--- src/rtl/mm_result_drain_pkg.sv ---
// Shared definitions for the mm result drain block.
//   ACC_WIDTH_DEF / EXP_WIDTH_DEF : default per-PE accumulator / exponent widths
//   state_t                       : drain FSM encoding (IDLE=0, STREAM=1)
//   idx_width()                   : index width for n entries, never below 1
package mm_pkg;

  localparam int ACC_WIDTH_DEF = 32;
  localparam int EXP_WIDTH_DEF = 5;

  typedef enum logic {
    ST_IDLE   = 1'b0,
    ST_STREAM = 1'b1
  } state_t;

  function automatic int idx_width(input int n);
    return (n <= 1) ? 1 : $clog2(n);
  endfunction

endpackage

--- src/rtl/mm_result_drain_if.sv ---
// Result stream from the drain to the host/writeback path.
//   valid/ready : handshake, beat transfers when both are high
//   data        : accumulator of the current PE
//   exp_val     : shared exponent of the current PE
//   row/col     : PE coordinates of the current beat
//   last        : final beat of the tile
interface mm_result_drain_if #(
  parameter int ACC_WIDTH = 32,
  parameter int EXP_WIDTH = 5,
  parameter int RC_W      = 1
);
  logic                 valid;
  logic                 ready;
  logic [ACC_WIDTH-1:0] data;
  logic [EXP_WIDTH-1:0] exp_val;
  logic [RC_W-1:0]      row;
  logic [RC_W-1:0]      col;
  logic                 last;

  modport master (output valid, data, exp_val, row, col, last, input ready);
  modport slave  (input valid, data, exp_val, row, col, last, output ready);
endinterface

--- src/rtl/mm_result_drain_bank.sv ---
// Snapshot register file: all N*N acc/exp pairs load in one cycle, one entry
// is read combinationally by index.
//   i_load       : parallel load of the full flattened inputs
//   i_acc/i_exp  : flattened PE values, PE[r][c] at slice r*N+c
//   i_idx        : read index
//   o_acc/o_exp  : entry at i_idx
module mm_snapshot_bank #(
  parameter int ACC_WIDTH = 32,
  parameter int EXP_WIDTH = 5,
  parameter int N         = 2,
  parameter int IDX_W     = 2
) (
  input  logic                       clk,
  input  logic                       rst_n,
  input  logic                       i_load,
  input  logic [N*N*ACC_WIDTH-1:0]   i_acc,
  input  logic [N*N*EXP_WIDTH-1:0]   i_exp,
  input  logic [IDX_W-1:0]           i_idx,
  output logic [ACC_WIDTH-1:0]       o_acc,
  output logic [EXP_WIDTH-1:0]       o_exp
);
  localparam int NN = N * N;

  logic [ACC_WIDTH-1:0] r_acc [NN];
  logic [EXP_WIDTH-1:0] r_exp [NN];

  always_ff @(posedge clk or negedge rst_n) begin
    if (!rst_n) begin
      for (int i = 0; i < NN; i++) begin
        r_acc[i] <= '0;
        r_exp[i] <= '0;
      end
    end else if (i_load) begin
      for (int i = 0; i < NN; i++) begin
        r_acc[i] <= i_acc[i*ACC_WIDTH +: ACC_WIDTH];
        r_exp[i] <= i_exp[i*EXP_WIDTH +: EXP_WIDTH];
      end
    end
  end

  assign o_acc = r_acc[i_idx];
  assign o_exp = r_exp[i_idx];
endmodule

--- src/rtl/mm_result_drain.sv ---
// Reader end of the mm result interface. A rising edge of i_done snapshots
// every PE result; the snapshot is then streamed row-major, one PE per beat,
// so the array can start its next tile while results drain.
//   i_done        : completion level, rising edge captures
//   i_acc/i_exp   : flattened PE results
//   i_clr_overrun : synchronous clear of o_overrun
//   o_busy        : capture until final handshake
//   o_overrun     : sticky, done edge seen while streaming
//   o_res         : result stream (master side)
//
// state  | meaning
// IDLE   | no snapshot pending, waiting for a done edge
// STREAM | presenting bank[idx], advancing on handshake
module mm_result_drain
  import mm_pkg::*;
#(
  parameter int ACC_WIDTH = ACC_WIDTH_DEF,
  parameter int EXP_WIDTH = EXP_WIDTH_DEF,
  parameter int N         = 2
) (
  input  logic                     clk,
  input  logic                     rst_n,
  input  logic                     i_done,
  input  logic [N*N*ACC_WIDTH-1:0] i_acc,
  input  logic [N*N*EXP_WIDTH-1:0] i_exp,
  input  logic                     i_clr_overrun,
  output logic                     o_busy,
  output logic                     o_overrun,
  mm_result_drain_if.master        o_res
);
  localparam int NN    = N * N;
  localparam int IDX_W = idx_width(NN);
  localparam int RC_W  = idx_width(N);
  localparam logic [IDX_W-1:0] LAST_IDX = IDX_W'(NN - 1);

  state_t             r_state, w_state_nx;
  logic [IDX_W-1:0]   r_idx, w_idx_nx;
  logic               r_done_q;
  logic               r_overrun;
  logic               w_load;
  logic               w_done_rise;
  logic               w_busy;
  logic               w_last;
  logic               w_hs;
  logic [31:0]        w_idx32;
  logic [ACC_WIDTH-1:0] w_acc;
  logic [EXP_WIDTH-1:0] w_exp;

  assign w_done_rise = i_done & ~r_done_q;
  assign w_busy      = (r_state == ST_STREAM);
  assign w_last      = (r_idx == LAST_IDX);
  assign w_hs        = w_busy & o_res.ready;
  assign w_idx32     = 32'(r_idx);

  mm_snapshot_bank #(
    .ACC_WIDTH (ACC_WIDTH),
    .EXP_WIDTH (EXP_WIDTH),
    .N         (N),
    .IDX_W     (IDX_W)
  ) u_bank (
    .clk    (clk),
    .rst_n  (rst_n),
    .i_load (w_load),
    .i_acc  (i_acc),
    .i_exp  (i_exp),
    .i_idx  (r_idx),
    .o_acc  (w_acc),
    .o_exp  (w_exp)
  );

  always_ff @(posedge clk or negedge rst_n) begin
    if (!rst_n) begin
      r_state   <= ST_IDLE;
      r_idx     <= '0;
      r_done_q  <= 1'b0;
      r_overrun <= 1'b0;
    end else begin
      r_state  <= w_state_nx;
      r_idx    <= w_idx_nx;
      r_done_q <= i_done;
      // A new edge while streaming is dropped; flag it, set beats clear.
      if (w_busy && w_done_rise)
        r_overrun <= 1'b1;
      else if (i_clr_overrun)
        r_overrun <= 1'b0;
    end
  end

  always_comb begin
    w_state_nx = r_state;
    w_idx_nx   = r_idx;
    w_load     = 1'b0;
    case (r_state)
      ST_IDLE: begin
        if (w_done_rise) begin
          w_load     = 1'b1;
          w_idx_nx   = '0;
          w_state_nx = ST_STREAM;
        end
      end
      ST_STREAM: begin
        if (w_hs) begin
          if (w_last) begin
            w_state_nx = ST_IDLE;
            w_idx_nx   = '0;
          end else begin
            w_idx_nx = r_idx + IDX_W'(1);
          end
        end
      end
    endcase
  end

  // Fields are forced to zero outside STREAM so an idle stream shows nothing stale.
  assign o_res.valid   = w_busy;
  assign o_res.data    = w_busy ? w_acc : '0;
  assign o_res.exp_val = w_busy ? w_exp : '0;
  assign o_res.row     = w_busy ? RC_W'(w_idx32 / 32'(N)) : '0;
  assign o_res.col     = w_busy ? RC_W'(w_idx32 % 32'(N)) : '0;
  assign o_res.last    = w_busy & w_last;
  assign o_busy        = w_busy;
  assign o_overrun     = r_overrun;
endmodule

--- src/flat_wrapper.sv ---
// flat-port wrapper written by rule: the top's interface ports become plain ports
module mm_result_drain_flat import mm_pkg::*;
#(
  parameter int ACC_WIDTH = ACC_WIDTH_DEF,
  parameter int EXP_WIDTH = EXP_WIDTH_DEF,
  parameter int N         = 2
)
  (clk, rst_n, i_done, i_acc, i_exp, i_clr_overrun, o_busy, o_overrun, o_res_valid, o_res_data, o_res_exp_val, o_res_row, o_res_col, o_res_last, o_res_ready);
  mm_result_drain_if #(.ACC_WIDTH(ACC_WIDTH), .EXP_WIDTH(EXP_WIDTH), .RC_W(1)) o_res_i ();
  input  logic clk;
  input  logic rst_n;
  input  logic i_done;
  input  logic [N*N*ACC_WIDTH-1:0] i_acc;
  input  logic [N*N*EXP_WIDTH-1:0] i_exp;
  input  logic i_clr_overrun;
  output logic o_busy;
  output logic o_overrun;
  output wire logic [$bits(o_res_i.valid)-1:0] o_res_valid;
  output wire logic [$bits(o_res_i.data)-1:0] o_res_data;
  output wire logic [$bits(o_res_i.exp_val)-1:0] o_res_exp_val;
  output wire logic [$bits(o_res_i.row)-1:0] o_res_row;
  output wire logic [$bits(o_res_i.col)-1:0] o_res_col;
  output wire logic [$bits(o_res_i.last)-1:0] o_res_last;
  input wire logic [$bits(o_res_i.ready)-1:0] o_res_ready;
  assign o_res_valid = o_res_i.valid;
  assign o_res_data = o_res_i.data;
  assign o_res_exp_val = o_res_i.exp_val;
  assign o_res_row = o_res_i.row;
  assign o_res_col = o_res_i.col;
  assign o_res_last = o_res_i.last;
  assign o_res_i.ready = o_res_ready;
  mm_result_drain #(.ACC_WIDTH(ACC_WIDTH), .EXP_WIDTH(EXP_WIDTH), .N(N)) u_core (.clk(clk), .rst_n(rst_n), .i_done(i_done), .i_acc(i_acc), .i_exp(i_exp), .i_clr_overrun(i_clr_overrun), .o_busy(o_busy), .o_overrun(o_overrun), .o_res(o_res_i));
endmodule
--- config.mk ---
export PLATFORM = sky130hd
export DESIGN_NAME = mm_result_drain_flat
export DESIGN_NICKNAME = d
export VERILOG_FILES = /design/src/rtl/mm_result_drain_pkg.sv /design/src/rtl/mm_result_drain_if.sv /design/src/rtl/mm_result_drain_bank.sv /design/src/rtl/mm_result_drain.sv /design/src/flat_wrapper.sv
export SDC_FILE = /design/constraint.sdc
export NUM_CORES = 1
export LEC_CHECK = 0
export ABC_AREA = 1
export BUFFER_PORTS_ARGS = -buffer_cell sky130_fd_sc_hd__buf_2
export CAP_MARGIN = 20
export CORE_ASPECT_RATIO = 0.5
export CORE_MARGIN = 1
export CORE_UTILIZATION = 55
export DETAILED_ROUTE_END_ITERATION = 10
export GPL_ROUTABILITY_DRIVEN = 0
export GPL_TIMING_DRIVEN = 1
export PLACE_DENSITY = 0.83
export SYNTH_ARGS = -nofsm -noshare
export SYNTH_HDL_FRONTEND = slang
export SYNTH_SLANG_ARGS = --single-unit
--- constraint.sdc ---
create_clock -name clk -period 1.8 [get_ports clk]
set_input_delay 0 -clock clk [delete_from_list [all_inputs] [get_ports clk]]
set_output_delay 0 -clock clk [all_outputs]
set_load 0.005 [all_outputs]
==> flow_summary.ini <==
[setup_path]
max_stage_delay_ps = 460
arrival_ps = 1770
cp-end-kind = output pin
cp.required_ps = 1800
worst-path-buf-inv = 2
slowest_stage = dfrtp_2
critPathKind = reg2out
path_cells = buf_12 > nand2_1 > nand3_1 > a21oi_1 > buf_2
crit_fanout = 53
crit_path_start_kind = register
path_delay_family = flip-flops

[die]
coreArea_um2 = 13060
ios = 196
die-height_um = 85.08
dieArea_um2 = 14310
start_util_pct = 58.12
chipWidth_um = 168.2
rows = 29

[placement]
dp_hpwl_um = 12440
dp_slack_ps = 363.8
dp.cells = 1261
numPortBuffers = 195

[clocking]
cts_made_buffers = 17
postCtsSetupRepairBufs = 0
cts_tree = built
cts.sinks = 153
htree_levels = 4
worst_skew_pair.late_latency_ps = 420
path_clk_slew_ps = 60
cts-root-buf = clkbuf_16
cts_buffer_depth = 2

[pwr]
power_frac_seq_pct = 32.9
vdd_drop_max_mv = 0.9842
powerDensity_nw_per_um2 = 1616
p_clk_share_pct = 21.1
p_leak_uw = 0.005659
swShare_pct = 40.18
power_switching_uw = 6970
internal_power_uw = 10380
combPwrFrac_pct = 45.9

[synth]
synth_cell_types = 16
yosysMostFrequentCell = inv_1
synth_top_area_share_pct = 50.43
ys_ff_latch = 153
yosysTopAreaCell = dfrtp_1
syn_inst = 944
synth-edff-count = 0
syn-mean-instance-area_um2 = 8.043
yosys_warnings = 0
syn-cell-area_um2 = 7592
ys_top_cells_by_count = 157 x inv_1, 155 x nand2_1, 153 x dfrtp_1
synth_ff_type = dfrtp_1
async_flop_share_pct = 100.0
yosysSeqAreaShare_pct = 50.43
ys_top_cells_by_area = dfrtp_1 50%, a21oi_2 8.2%, inv_1 7.8%
synth_fp_nets = 1098

[sta]
tightest_slew_ps = 517.3
period_share_pct = 98.27
maxSlewViolCount = 0
setup_viol = 0
hold_viol_final = 0
rsz0062_at_grt = true
clock_skew_ps = 5.851
fin_crit_ps = 1769
layout_setup_ws_ps = 31.16
clock.fmax_ghz = 0.5653
max_slew_margin_pct = 65.51

[grt]
grt_util_met2_pct = 61.25
antenna_found_initial = 0
track_usage_pct = 35.36
grt_max_degree = 90
grt_use_met1_pct = 40.96
overflow = 0
first_global_vias = 7895
met3_usage_pct = 7.090
busiest_layer = met2
grt_first_pass_wirelength_um = 39030

[run]
maxCapViolations = 0

[drt]
dr.pass1.iters = 5
drt-wirelength-per-cell_um = 16.87
vias = 7747
wirelength_um = 24360
final_antenna_net_count = 0
drtIter0Drc = 777
viasPerCell = 5.365
drc = 0

[layout]
antenna_cells = 0
nNetsFinal = 1417
final_cells = 1444
drive_above_1_share_pct = 24.65
syn_to_final_growth_pct = 41.41

[status]
status = completed

[min_path]
hp-class = in2async
-- power groups by stage --
stage | Sequential [uW] | Clock, uW | Combinational, uW
3_3_place_gp | 5580 | 0 | 7010
3_5_place_dp | 5660 | 0 | 7230
2_1_floorplan | 5510 | 0 | 4970
5_1_grt | 5820 | 3820 | 8680
4_1_cts | 5610 | 3650 | 7590
6_report | 5720 | 3660 | 7970
-- layout make-up --
class	count	area, um^2
clock inverter	8	121.4
sequential	153	3831
timing repair buffer	363	2746
tap	170	212.7
multi-input combinational	570	2763
fill	741	2326
clock buffer	22	464.2
inverter	158	598.1
-- worst paths after layout --
kind,from,end,slack [ps],cells after the start
worst min-delay path,rst_n,u_core.u_bank.r_exp[1],100,2
worst max-delay path,u_core.r_idx[0],o_res_data[5],30,5
max in group asynchronous,rst_n,u_core.u_bank.r_acc[83],1040,3
worst min register to register,u_core.u_bank.r_acc[62],u_core.u_bank.r_acc[62],510,2
worst max register to register,u_core.o_busy,u_core.u_bank.r_acc[117],170,5
min in group clk,i_done,u_core.r_done_q,340,2
-- sequential cells by signal (all words and copies together) (netlist names) --
signal	flops
u_core.o_overrun	1
u_core.u_bank.r_acc	128
u_core.u_bank.r_exp	20
u_core.r_done_q	1
u_core.o_busy	1
u_core.r_idx	2
-- metrics by stage --
step	TNS [ps]	total power (uW)	cell area (um^2)	hold slack, ps	utilization (%)
final	0	17350	10740	104.6	82.19
after global routing	-12.27	18320	10740	167.7	82.19
after CTS	0	16850	10720	124.3	82.09
after detailed placement	0	12890	8603	-6.002	65.86
after floorplan	0	10480	7592	-295.6	-
after global placement	0	12590	8603	-6.724	65.86
-- what timing repair did --
action / 4_1_cts / 5_1_grt
setup endpoints to repair: 14 / 25
resized for setup: 1 / 5
hold endpoints to repair: 266 / 0
hold buffers: 153 / 0
pin swaps: 0 / 0
-- cell usage in the layout, fill, tap and decap left out --
cell type	instances
clkinv_4	1
ha_1	1
a21oi_1	116
clkbuf_1	3
clkinvlp_4	1
o21ai_0	3
inv_1	156
dfrtp_2	2
buf_8	1
bufinv_16	3
clkbuf_8	2
buf_4	5
nand2_2	1
buf_12	9
dlygate4sd3_1	153
nor2_1	148
nand3_1	75
dfrtp_1	151
inv_2	1
buf_6	1
clkbuf_16	17
nand2_1	154
buf_2	194
clkinv_2	3
a21oi_2	71
inv_6	1
nand3_4	1
-- cells by family (layout without fill, tap and decap cells) --
kind of cell / after synthesis / after routing / share of synthesized area (%)
AO/OA/AOI/OAI: 190 / 190 / 16.03
flip-flops: 153 / 153 / 50.43
buffers and inverters: 221 / 551 / 13.38
adder cells (fa/ha/maj): 1 / 1 / 0.1648
AND/OR/NAND/NOR: 379 / 379 / 19.99
-- layer usage --
| layer | wire (um) | part of all wire [%] | vias up |
|---|---|---|---|
| li1 | - | - | 3534 |
| met2 | 12180 | 50 | 424 |
| met1 | 9246 | 38 | 3670 |
| met3 | 1653 | 6.8 | 119 |
| met4 | 1287 | 5.3 | 0 |
| met5 | 0 | 0 | - |
No activity file was read; power rests on OpenSTA's default activity.
